### src/rtl/serial_alu_core_pkg.sv
// rtl/serial_alu_core_pkg.sv - operation codes and FSM state encodings for serial_alu_core
package serial_alu_core_pkg;

    typedef enum logic [1:0] {
        OP_ADD = 2'd0,
        OP_SUB = 2'd1,
        OP_MUL = 2'd2,
        OP_DIV = 2'd3
    } op_e;

    typedef enum logic [1:0] {
        ST_IDLE     = 2'd0,
        ST_EXEC     = 2'd1,
        ST_SEND     = 2'd2,
        ST_WAIT_CLR = 2'd3
    } state_e;

endpackage

### src/rtl/seq_muldiv.sv
// rtl/seq_muldiv.sv - WIDTH-step shift-add multiplier / restoring divider
module seq_muldiv #(
    parameter int WIDTH = 8
) (
    input  logic             clk,
    input  logic             reset_n,
    input  logic             start,
    input  logic             is_div,
    input  logic [WIDTH-1:0] a,
    input  logic [WIDTH-1:0] b,
    output logic             done,
    output logic [WIDTH-1:0] q
);

    localparam int SCW = $clog2(WIDTH + 1);

    // r_acc: product (MUL) or remainder (DIV); r_sh: multiplicand or quotient/dividend;
    // r_opd: multiplier or divisor.
    logic [SCW-1:0]   r_cnt;
    logic             r_is_div;
    logic [WIDTH-1:0] r_acc;
    logic [WIDTH-1:0] r_sh;
    logic [WIDTH-1:0] r_opd;

    logic [WIDTH:0]   w_rem_sh;
    logic [WIDTH-1:0] w_acc_nxt;
    logic [WIDTH-1:0] w_sh_nxt;
    logic [WIDTH-1:0] w_opd_nxt;

    always_comb begin
        w_rem_sh  = {r_acc, r_sh[WIDTH-1]};
        w_acc_nxt = r_acc;
        w_sh_nxt  = r_sh;
        w_opd_nxt = r_opd;
        if (r_is_div) begin
            if (w_rem_sh >= {1'b0, r_opd}) begin
                w_acc_nxt = WIDTH'(w_rem_sh - {1'b0, r_opd});
                w_sh_nxt  = {r_sh[WIDTH-2:0], 1'b1};
            end else begin
                w_acc_nxt = w_rem_sh[WIDTH-1:0];
                w_sh_nxt  = {r_sh[WIDTH-2:0], 1'b0};
            end
        end else begin
            w_acc_nxt = r_acc + (r_opd[0] ? r_sh : '0);
            w_sh_nxt  = r_sh << 1;
            w_opd_nxt = r_opd >> 1;
        end
    end

    // done flags the final step so the caller latches q on the same edge it completes.
    assign done = (r_cnt == SCW'(1));
    assign q    = r_is_div ? w_sh_nxt : w_acc_nxt;

    always_ff @(posedge clk or negedge reset_n) begin
        if (!reset_n) begin
            r_cnt    <= '0;
            r_is_div <= 1'b0;
            r_acc    <= '0;
            r_sh     <= '0;
            r_opd    <= '0;
        end else if (start) begin
            r_cnt    <= SCW'(WIDTH);
            r_is_div <= is_div;
            r_acc    <= '0;
            r_sh     <= a;
            r_opd    <= b;
        end else if (r_cnt != '0) begin
            r_cnt    <= r_cnt - SCW'(1);
            r_acc    <= w_acc_nxt;
            r_sh     <= w_sh_nxt;
            r_opd    <= w_opd_nxt;
        end
    end

endmodule

### src/rtl/serial_alu_core.sv
// rtl/serial_alu_core.sv - operand capture, ALU sequencing and held tx_en strobe
module serial_alu_core
    import serial_alu_core_pkg::*;
#(
    parameter int WIDTH          = 8,
    parameter int TX_HOLD_CYCLES = 10416
) (
    input  logic             clk,
    input  logic             reset_n,
    input  logic [WIDTH-1:0] a,
    input  logic [WIDTH-1:0] b,
    input  logic             ready,
    input  logic [1:0]       op,
    output logic [WIDTH-1:0] result,
    output logic             tx_en,
    output logic             busy,
    output logic             div_zero
);

    localparam int             CW        = $clog2(TX_HOLD_CYCLES + 1);
    localparam logic [CW-1:0]  HOLD_LOAD = CW'(TX_HOLD_CYCLES);

    state_e           r_state;
    state_e           w_state_nxt;
    logic [WIDTH-1:0] r_a;
    logic [WIDTH-1:0] r_b;
    op_e              r_op;
    logic [CW-1:0]    r_hold_cnt;
    logic             r_tx_en;
    logic             r_div_zero;
    logic [WIDTH-1:0] r_result;

    op_e              w_op_in;
    logic             w_capture;
    logic             w_md_start;
    logic             w_md_is_div;
    logic             w_md_done;
    logic [WIDTH-1:0] w_md_q;
    logic             w_div_by_zero;
    logic             w_exec_done;
    logic             w_tx_en_d;

    assign w_op_in       = op_e'(op);
    assign w_capture     = (r_state == ST_IDLE) && ready;
    assign w_md_is_div   = (w_op_in == OP_DIV);
    // The iterative unit is launched straight from the ports on the capture edge,
    // which is what brings MUL/DIV latency down to WIDTH+1.
    assign w_md_start    = w_capture && ((w_op_in == OP_MUL) || (w_md_is_div && (b != '0)));
    assign w_div_by_zero = (r_op == OP_DIV) && (r_b == '0);
    assign w_exec_done   = (r_op == OP_ADD) || (r_op == OP_SUB) || w_div_by_zero || w_md_done;

    seq_muldiv #(
        .WIDTH (WIDTH)
    ) u_muldiv (
        .clk     (clk),
        .reset_n (reset_n),
        .start   (w_md_start),
        .is_div  (w_md_is_div),
        .a       (a),
        .b       (b),
        .done    (w_md_done),
        .q       (w_md_q)
    );

    always_ff @(posedge clk or negedge reset_n) begin
        if (!reset_n) r_state <= ST_IDLE;
        else          r_state <= w_state_nxt;
    end

    always_comb begin
        w_state_nxt = r_state;
        case (r_state)
            ST_IDLE:     if (ready)             w_state_nxt = ST_EXEC;
            ST_EXEC:     if (w_exec_done)       w_state_nxt = ST_SEND;
            ST_SEND:     if (r_hold_cnt == '0)  w_state_nxt = ST_WAIT_CLR;
            ST_WAIT_CLR: if (!ready)            w_state_nxt = ST_IDLE;
            default:                            w_state_nxt = ST_IDLE;
        endcase
    end

    always_comb begin
        w_tx_en_d = (r_state == ST_SEND) && (r_hold_cnt != '0);
        busy      = (r_state != ST_IDLE);
    end

    always_ff @(posedge clk or negedge reset_n) begin
        if (!reset_n) begin
            r_a        <= '0;
            r_b        <= '0;
            r_op       <= OP_ADD;
            r_hold_cnt <= '0;
            r_tx_en    <= 1'b0;
            r_div_zero <= 1'b0;
            r_result   <= '0;
        end else begin
            r_tx_en <= w_tx_en_d;
            case (r_state)
                ST_IDLE: begin
                    if (ready) begin
                        r_a        <= a;
                        r_b        <= b;
                        r_op       <= w_op_in;
                        r_div_zero <= 1'b0;
                    end
                end
                ST_EXEC: begin
                    if (w_exec_done) begin
                        r_hold_cnt <= HOLD_LOAD;
                        case (r_op)
                            OP_ADD:  r_result <= r_a + r_b;
                            OP_SUB:  r_result <= r_a - r_b;
                            default: begin
                                if (w_div_by_zero) begin
                                    r_result   <= '1;
                                    r_div_zero <= 1'b1;
                                end else begin
                                    r_result   <= w_md_q;
                                end
                            end
                        endcase
                    end
                end
                ST_SEND: begin
                    if (r_hold_cnt != '0) r_hold_cnt <= r_hold_cnt - CW'(1);
                end
                default: ;
            endcase
        end
    end

    assign result   = r_result;
    assign tx_en    = r_tx_en;
    assign div_zero = r_div_zero;

endmodule

### config.mk
export PLATFORM = sky130hd
export DESIGN_NAME = serial_alu_core
export DESIGN_NICKNAME = d
export VERILOG_FILES = /design/src/rtl/serial_alu_core_pkg.sv /design/src/rtl/seq_muldiv.sv /design/src/rtl/serial_alu_core.sv
export SDC_FILE = /design/constraint.sdc
export NUM_CORES = 1
export LEC_CHECK = 0
export ABC_CLOCK_PERIOD_IN_PS = 7600
export BUFFER_PORTS_ARGS = -buffer_cell sky130_fd_sc_hd__buf_2
export CAP_MARGIN = 20
export CORE_ASPECT_RATIO = 0.9
export CORE_UTILIZATION = 35
export DETAILED_ROUTE_END_ITERATION = 10
export GPL_ROUTABILITY_DRIVEN = 0
export SLEW_MARGIN = 5
export SYNTH_ARGS = -nofsm -noshare
export SYNTH_HDL_FRONTEND = slang
export SYNTH_SLANG_ARGS = --single-unit
### constraint.sdc
create_clock -name clk -period 7.6 [get_ports clk]
set_input_delay 1.14 -clock clk [delete_from_list [all_inputs] [get_ports clk]]
set_output_delay 1.14 -clock clk [all_outputs]
set_load 0.1 [all_outputs]
==> results of run 1 <==
## flip-flops by register name, summed over array words and instances (netlist names)
signal and cells:
r_hold_cnt 14, r_a 8, r_b 8, result 8, u_muldiv.r_acc 8, u_muldiv.r_opd 8, u_muldiv.r_sh 8, u_muldiv.r_cnt 4
r_op 2, r_state 2, div_zero 1, tx_en 1, u_muldiv.r_is_div 1
## logic make-up (layout without fill, tap and decap cells)
family	Yosys count	in the layout	share of synthesized area (%)
AO/OA/AOI/OAI	117	117	15.2
AND/OR/NAND/NOR	150	150	16.5
multiplexers	41	41	9.30
flip-flops	73	73	38.8
adder cells (fa/ha/maj)	34	34	9.51
buffers and inverters	47	80	4.01
XOR/XNOR	36	36	6.69
## power by group through the flow
stage | clock network, mW | logic, mW | registers (mW)
global route | 0.521 | 0.0209 | 0.388
finish | 0.492 | 0.0183 | 0.389
global placement | 0 | 0.0187 | 0.396
CTS | 0.501 | 0.0192 | 0.389
detailed placement | 0 | 0.0192 | 0.396
floorplan | 0 | 0.000965 | 0.396
## tightest hold or removal path, cell delays in order, from the launching register on
cell and delay (ns):
dfrtp_1 0.34, nand2_1 0.04, o21ai_0 0.06
## through the flow
stage               hold slack (ns)  worst slack [ns]  instances  utilization (%)
floorplan                     0.479              5.18        498                -
global placement              0.469              4.58        677             38.9
detailed placement            0.471              4.42        677             38.9
CTS                           0.485              4.39        693             41.5
global route                  0.507              4.22        695             41.6
finish                        0.475              4.56        695             41.6
## cell usage in the layout, fill, tap and decap left out, types with 3 or more instances in the layout
| master | instances |
|---|---|
| nor2_1 | 39 |
| or2_2 | 4 |
| or3_1 | 4 |
| buf_4 | 4 |
| nand2b_1 | 6 |
| mux2_2 | 21 |
| nand3b_1 | 3 |
| a21oi_1 | 29 |
| o211ai_1 | 3 |
| ha_1 | 31 |
| nor2b_1 | 4 |
| nor4_2 | 3 |
| a211o_1 | 5 |
| inv_1 | 28 |
| nand3_1 | 5 |
| buf_2 | 31 |
| and2_1 | 8 |
| o21bai_1 | 4 |
| fa_1 | 3 |
| xor2_1 | 14 |
| o22ai_1 | 5 |
| a21o_1 | 5 |
| dfrtp_1 | 73 |
| clkbuf_16 | 9 |
| xnor2_1 | 22 |
| nand2_1 | 52 |
| a211oi_1 | 5 |
| o21ai_0 | 42 |
| mux2i_1 | 19 |
| bufinv_16 | 3 |
| nor3_1 | 5 |
## area by class of cell
type	instances	area [µm²]	area share [%]
Clock inverter	5	103	1.91
Sequential cell	73	1830	33.9
Inverter	28	105	1.95
Multi-Input combinational cell	378	2710	50.3
Tap cell	164	205	3.81
Timing Repair Buffer	36	190	3.53
Clock buffer	11	243	4.51
## final timing paths
| path | start | to | cells past startpoint |
|---|---|---|---|
| setup / recovery | r_op[1] | result[7] | 10 |
| hold / removal | result[1] | result[1] | 2 |
| setup reg to reg | r_op[1] | result[7] | 10 |
| hold reg to reg | result[1] | result[1] | 2 |
| max in group asynchronous | reset_n | result[4] | 2 |
| min in group asynchronous | reset_n | r_b[2] | 2 |
## per-layer routing
layer,routed length (µm),vias up,part of all wire (%)
met4,121,0,1.1
met3,470,12,4.3
li1,-,1803,-
met5,0,-,0
met1,5420,1812,49
met2,5040,77,46
==> impl_results.md, run 1 <==
* Power Dens Cells at 167 mW/mm²
* Final Total Pwr at ~900 µW
* I/O Buffers at 31
* Share of flip-flops with an asynchronous set or reset at 100%
* Die Y at ~110 µm
* Post-CTS Resized at 0
* Largest net degree at the start of global routing at 74
* CP max-delay cell: dfrtp_1
* Clock Power Share at a little over half
* # rows at 39
* Post-Syn Area per Cell at 9.46 µm²
* CTS tree: yes
* Data required time of the worst path at about 8 ns
* Die Area at about 0.014 mm²
* Detail Route Antenna Nets at 0
* GR Util met2 at 25.8%
* Pleak at between 2 and 3 nW
* H-tree Lvls at 3
* Cells after Synth at 498
* EDFF count, synth at 0
* Initial DRT Pass Iterations at 5
* Internal Power at ~720 µW
* Average wire per standard cell at 15.9 µm
* VDD IR max at approximately 0.13 mV
* Critical path cell sequence: nor2b_1 > mux2i_1 > ha_1 > nor2b_1 > o21ai_0 > a21oi_1 > nor2_1 > o21ai_0 > xnor2_1 > a222oi_1
* Synthesis-stage register bit count at 73
* Crit end category: flip-flop
* Delay-heaviest family, CP: compound AO/OA/AOI/OAI gates
* Fmax at roughly 0.33 GHz
* Worst-margin pin slew at roughly 0.95 ns
* Clock-pin slew on the worst setup and hold paths at roughly 0.060 ns
* Overall routing resource usage at approximately 17%
* CTS buffer count at 9
* Dominant cell by count in the synthesized netlist: dfrtp_1
* Clk_lat worst skew at around 0.33 ns
* Switching power at around 180 µW
* Slew margin rel. at a little under two fifths
* Num ports at 32
* Fin Setup TNS at 0 ns
* Via density at roughly 5.3
* Fillers at around 1200
* Critical path peak fanout at 13
* Crit path DAT at between 3 and 4 ns
* CORE AREA at roughly 0.013 mm²
* Pins Over Slew Limit at 0
* Initial Util at between 30% and 40%
* Unique masters post-synth at about 60
* Seq/Total Area, Yosys at 38.8%
* Post-Route WL at about 11000 µm
* Via Count at about 3700
* Final nets at between 500 and 600
* Tmin final at just over 3 ns
* Fraction of layout cells with a size suffix above 1 at 17.3%
* Leading area contributor after synthesis: dfrtp_1
* Worst Path Buf+Inv at 0
* Post-DP Area at roughly 0.0050 mm²
* Worst R2R Setup Slack at 4.56 ns
* Layout area overhead at 14.3%
* Critical path's largest stage delay at approximately 0.55 ns
* Busiest grt layer: met2
* Period utilisation layout at between 30% and 40%
* Final setup violation count at 0
* CTS Buffer Depth at 2
* Post-Syn Nets at roughly 550
* Synth top area share at 38.8%
* Hold buffer count at CTS at 0
* Cell Area, Synth at 0.00471 mm²
* CTS sink cnt at 73
* Synth top area cells: dfrtp_1 39%, ha_1 8.2%, mux2_2 5.0%, o21ai_0 4.5%, nand2_1 4.1%
* First-pass GRT wire length at around 19000 µm
* Post-CTS Setup Repair Bufs at 0
* Startpoint types: flip-flop
* Residual DRC at 0
* Reg power frac at 43.3%
* Min-Delay Path Class: flip-flop to flip-flop
* Synth Warn # at 0
* Max Clock Skew at approximately 0.0073 ns
* Sw Share at slightly below 20%
* Met1 Use GR at 24.3%
* Fin area at about 0.0054 mm²
* Die X at roughly 120 µm
* CP Class: flip-flop to flip-flop
* Status: complete, no violations
* Post-synth top flop: dfrtp_1
* Comb pwr share at under 10%
* Fin. Hold Viols at 0
* Commonest cells post-synth: 73 x dfrtp_1, 52 x nand2_1, 42 x o21ai_0, 39 x nor2_1, 31 x ha_1
* Gr ovfl total at 0
* RSZ-0062 raised after global routing: false
* Clock Tree Root: clkbuf_16
* Initial antenna violation count at 0
* Max Cap Viol at 0
* Post-detail-place hpwl at 8290 µm
* Antenna fix cells at 0
* M3 GR Usage at 3.81%
* Iteration-0 DRC count of the detailed router at between 200 and 250
* Via count of the first global-routing pass at approximately 3700
Note: power is estimated with default switching activity, not from simulation.
==> run 2: changes to the inputs <==
--- a/config.mk
+++ b/config.mk
@@ -5,7 +5,7 @@
 export SDC_FILE = /design/constraint.sdc
 export NUM_CORES = 1
 export LEC_CHECK = 0
-export ABC_CLOCK_PERIOD_IN_PS = 7600
+export ABC_CLOCK_PERIOD_IN_PS = 2700
 export BUFFER_PORTS_ARGS = -buffer_cell sky130_fd_sc_hd__buf_2
 export CAP_MARGIN = 20
 export CORE_ASPECT_RATIO = 0.9
==> constraint.sdc (replaced) <==
create_clock -name clk -period 2.7 [get_ports clk]
set_input_delay 0.405 -clock clk [delete_from_list [all_inputs] [get_ports clk]]
set_output_delay 0.405 -clock clk [all_outputs]
set_load 0.1 [all_outputs]
==> impl_results.md, run 2 (synthesis results as in run 1) <==
* Switching power at ~540 µW
* Power Dens Cells at 433 mW/mm²
* Initial antenna violation count at 0
* Hold buffer count at CTS at 0
* Period utilisation layout at around 93%
* Max FFs per register at 14
* Max Clock Skew at 0.00846 ns
* Via count of the first global-routing pass at between 3000 and 4000
* Die X at roughly 120 µm
* Fmax at approximately 0.40 GHz
* Crit end category: flip-flop
* Max Cap Viol at 0
* Fin Setup TNS at 0 ns
* Fin. Hold Viols at 0
* Antenna fix cells at 0
* Clk_lat worst skew at 0.35 ns
* Initial Util at 36.4%
* Post-detail-place hpwl at approximately 8500 µm
* Overall routing resource usage at approximately 18%
* Fillers at approximately 1200
* Gr ovfl total at 0
* Initial DRT Pass Iterations at 4
* I/O Buffers at 31
* Final nets at 591
* Reg power frac at around 46%
* Layout area overhead at 15.8%
* Status: complete, no violations
* Fin area at 0.00546 mm²
* Largest net degree at the start of global routing at 74
* Final hold slack at about 0.06 ns
* Die Area at between 0.01 and 0.015 mm²
* Via density at approximately 5.3
* CTS tree: yes
* Pins Over Slew Limit at 0
* Via Count at 3705
* Post-Route WL at 11300 µm
* Post-DP Area at slightly above 0.005 mm²
* Most flops, register: r_hold_cnt
* Iteration-0 DRC count of the detailed router at 194
* CTS Buffer Depth at 2
* Clock Tree Root: clkbuf_16
* First-pass GRT wire length at 19400 µm
* Commonest non-fill, non-tap cell in the layout: dfrtp_1
* Detail Route Antenna Nets at 0
* Min-Delay Path Class: input port to asynchronous set/reset pin
* Worst-margin pin slew at 0.809 ns
* Final setup violation count at 0
* H-tree Lvls at 3
* CP Class: flip-flop to flip-flop
* Worst R2R Setup Slack at roughly 0.19 ns
* CTS sink cnt at 73
* CORE AREA at approximately 0.013 mm²
* Pleak at roughly 2.6 nW
* RSZ-0062 raised after global routing: false
* Sw Share at 22.8%
* Comb pwr share at 2.3%
* Final WS setup at ~0.19 ns
* CTS buffer count at 9
* Clock-pin slew on the worst setup and hold paths at about 0.060 ns
* Num ports at 32
* Seq. cell area at between 0.0015 and 0.002 mm²
* Critical path peak fanout at 6
* Clock Power Share at 51.4%
* Die Y at 112 µm
* Startpoint types: flip-flop
* Internal Power at about 1.8 mW
* Post-Place Worst Slack at slightly above 0.07 ns
* Crit path DAT at 2.78 ns
* Average wire per standard cell at roughly 16 µm
* Area occupied by multi-input gates at ~0.0027 mm²
* Data required time of the worst path at a little under 3 ns
* Most frequent cells in the layout: 72 x dfrtp_1, 52 x nand2_1, 40 x o21ai_0
* Slew margin rel. at 45.9%
* # rows at 39
* VDD IR max at approximately 0.33 mV
* Tmin final at ~2.5 ns
* Residual DRC at 0
* Fraction of layout cells with a size suffix above 1 at 20.3%
[run 2: changes by cell type in the layout (fill, tap and decap cells not counted), moves of 2 or more]
cell | previous run | this run
a21oi_1 | 29 | 27
a21oi_2 | 0 | 2
buf_4 | 4 | 13
bufinv_16 | 3 | 1
clkinvlp_4 | 1 | 3
o21ai_0 | 42 | 40
o21ai_1 | 2 | 4
[run 2: final cells by class]
type | instances | area share, %
well taps | 164 | 3.76
clock buffers | 9 | 4.13
flip-flops and latches | 73 | 33.5
repair buffers | 46 | 5.09
clock inverters | 7 | 1.31
multi-input cells | 378 | 50.3
inverters | 28 | 1.93
[run 2: final timing paths]
| check | startpoint | endpoint | cells past startpoint |
|---|---|---|---|
| max in group asynchronous | reset_n | u_muldiv.r_opd[0] | 2 |
| setup / recovery | u_muldiv.r_opd[0] | result[6] | 10 |
| hold / removal | reset_n | r_op[1] | 2 |
| hold reg to reg | result[0] | result[0] | 2 |
| setup reg to reg | u_muldiv.r_opd[0] | result[6] | 10 |
| min in group clk | a[7] | u_muldiv.r_sh[7] | 3 |
[run 2: power groups by stage]
| stage | clock [mW] | combinational (mW) | sequential, mW |
|---|---|---|---|
| after floorplan | 0 | 0.00271 | 1.11 |
| after global placement | 0 | 0.0556 | 1.11 |
| after detailed placement | 0 | 0.0560 | 1.11 |
| after CTS | 1.24 | 0.0558 | 1.09 |
| after global routing | 1.28 | 0.0611 | 1.09 |
| final | 1.21 | 0.0533 | 1.09 |
[run 2: critical path, stage by stage, from the launching register on]
cell and delay (ns):
dfrtp_2 0.44, and2_1 0.17, ha_1 0.22, fa_1 0.43
a211oi_1 0.23, nor2_1 0.08, o31ai_2 0.20, xor2_1 0.11
o21ai_0 0.23, o21ai_0 0.17, o21ai_1 0.14
[run 2: per-stage QoR]
| stage | util [%] | total power [mW] | std cells |
|---|---|---|---|
| CTS | 41.7 | 2.39 | 701 |
| detailed placement | 39.4 | 1.17 | 685 |
| global placement | 39.4 | 1.17 | 685 |
| global route | 42.2 | 2.44 | 705 |
| floorplan | - | 1.12 | 498 |
| finish | 42.2 | 2.36 | 705 |
[run 2: layer usage]
metal	vias to the layer above	global-route usage (%)	share of wire, %
met5	-	0	0
li1	1819	-	-
met3	11	4.05	3.6
met4	0	5.62	1.4
met1	1796	24.6	50
met2	79	27.4	45
[run 2: repair_timing]
| item | CTS | global route |
|---|---|---|
| hold endpoints to repair | 0 | 0 |
| buffers inserted | 0 | 4 |
| endpoints found under the setup margin | 0 | 5 |
| gates resized for setup | 0 | 10 |
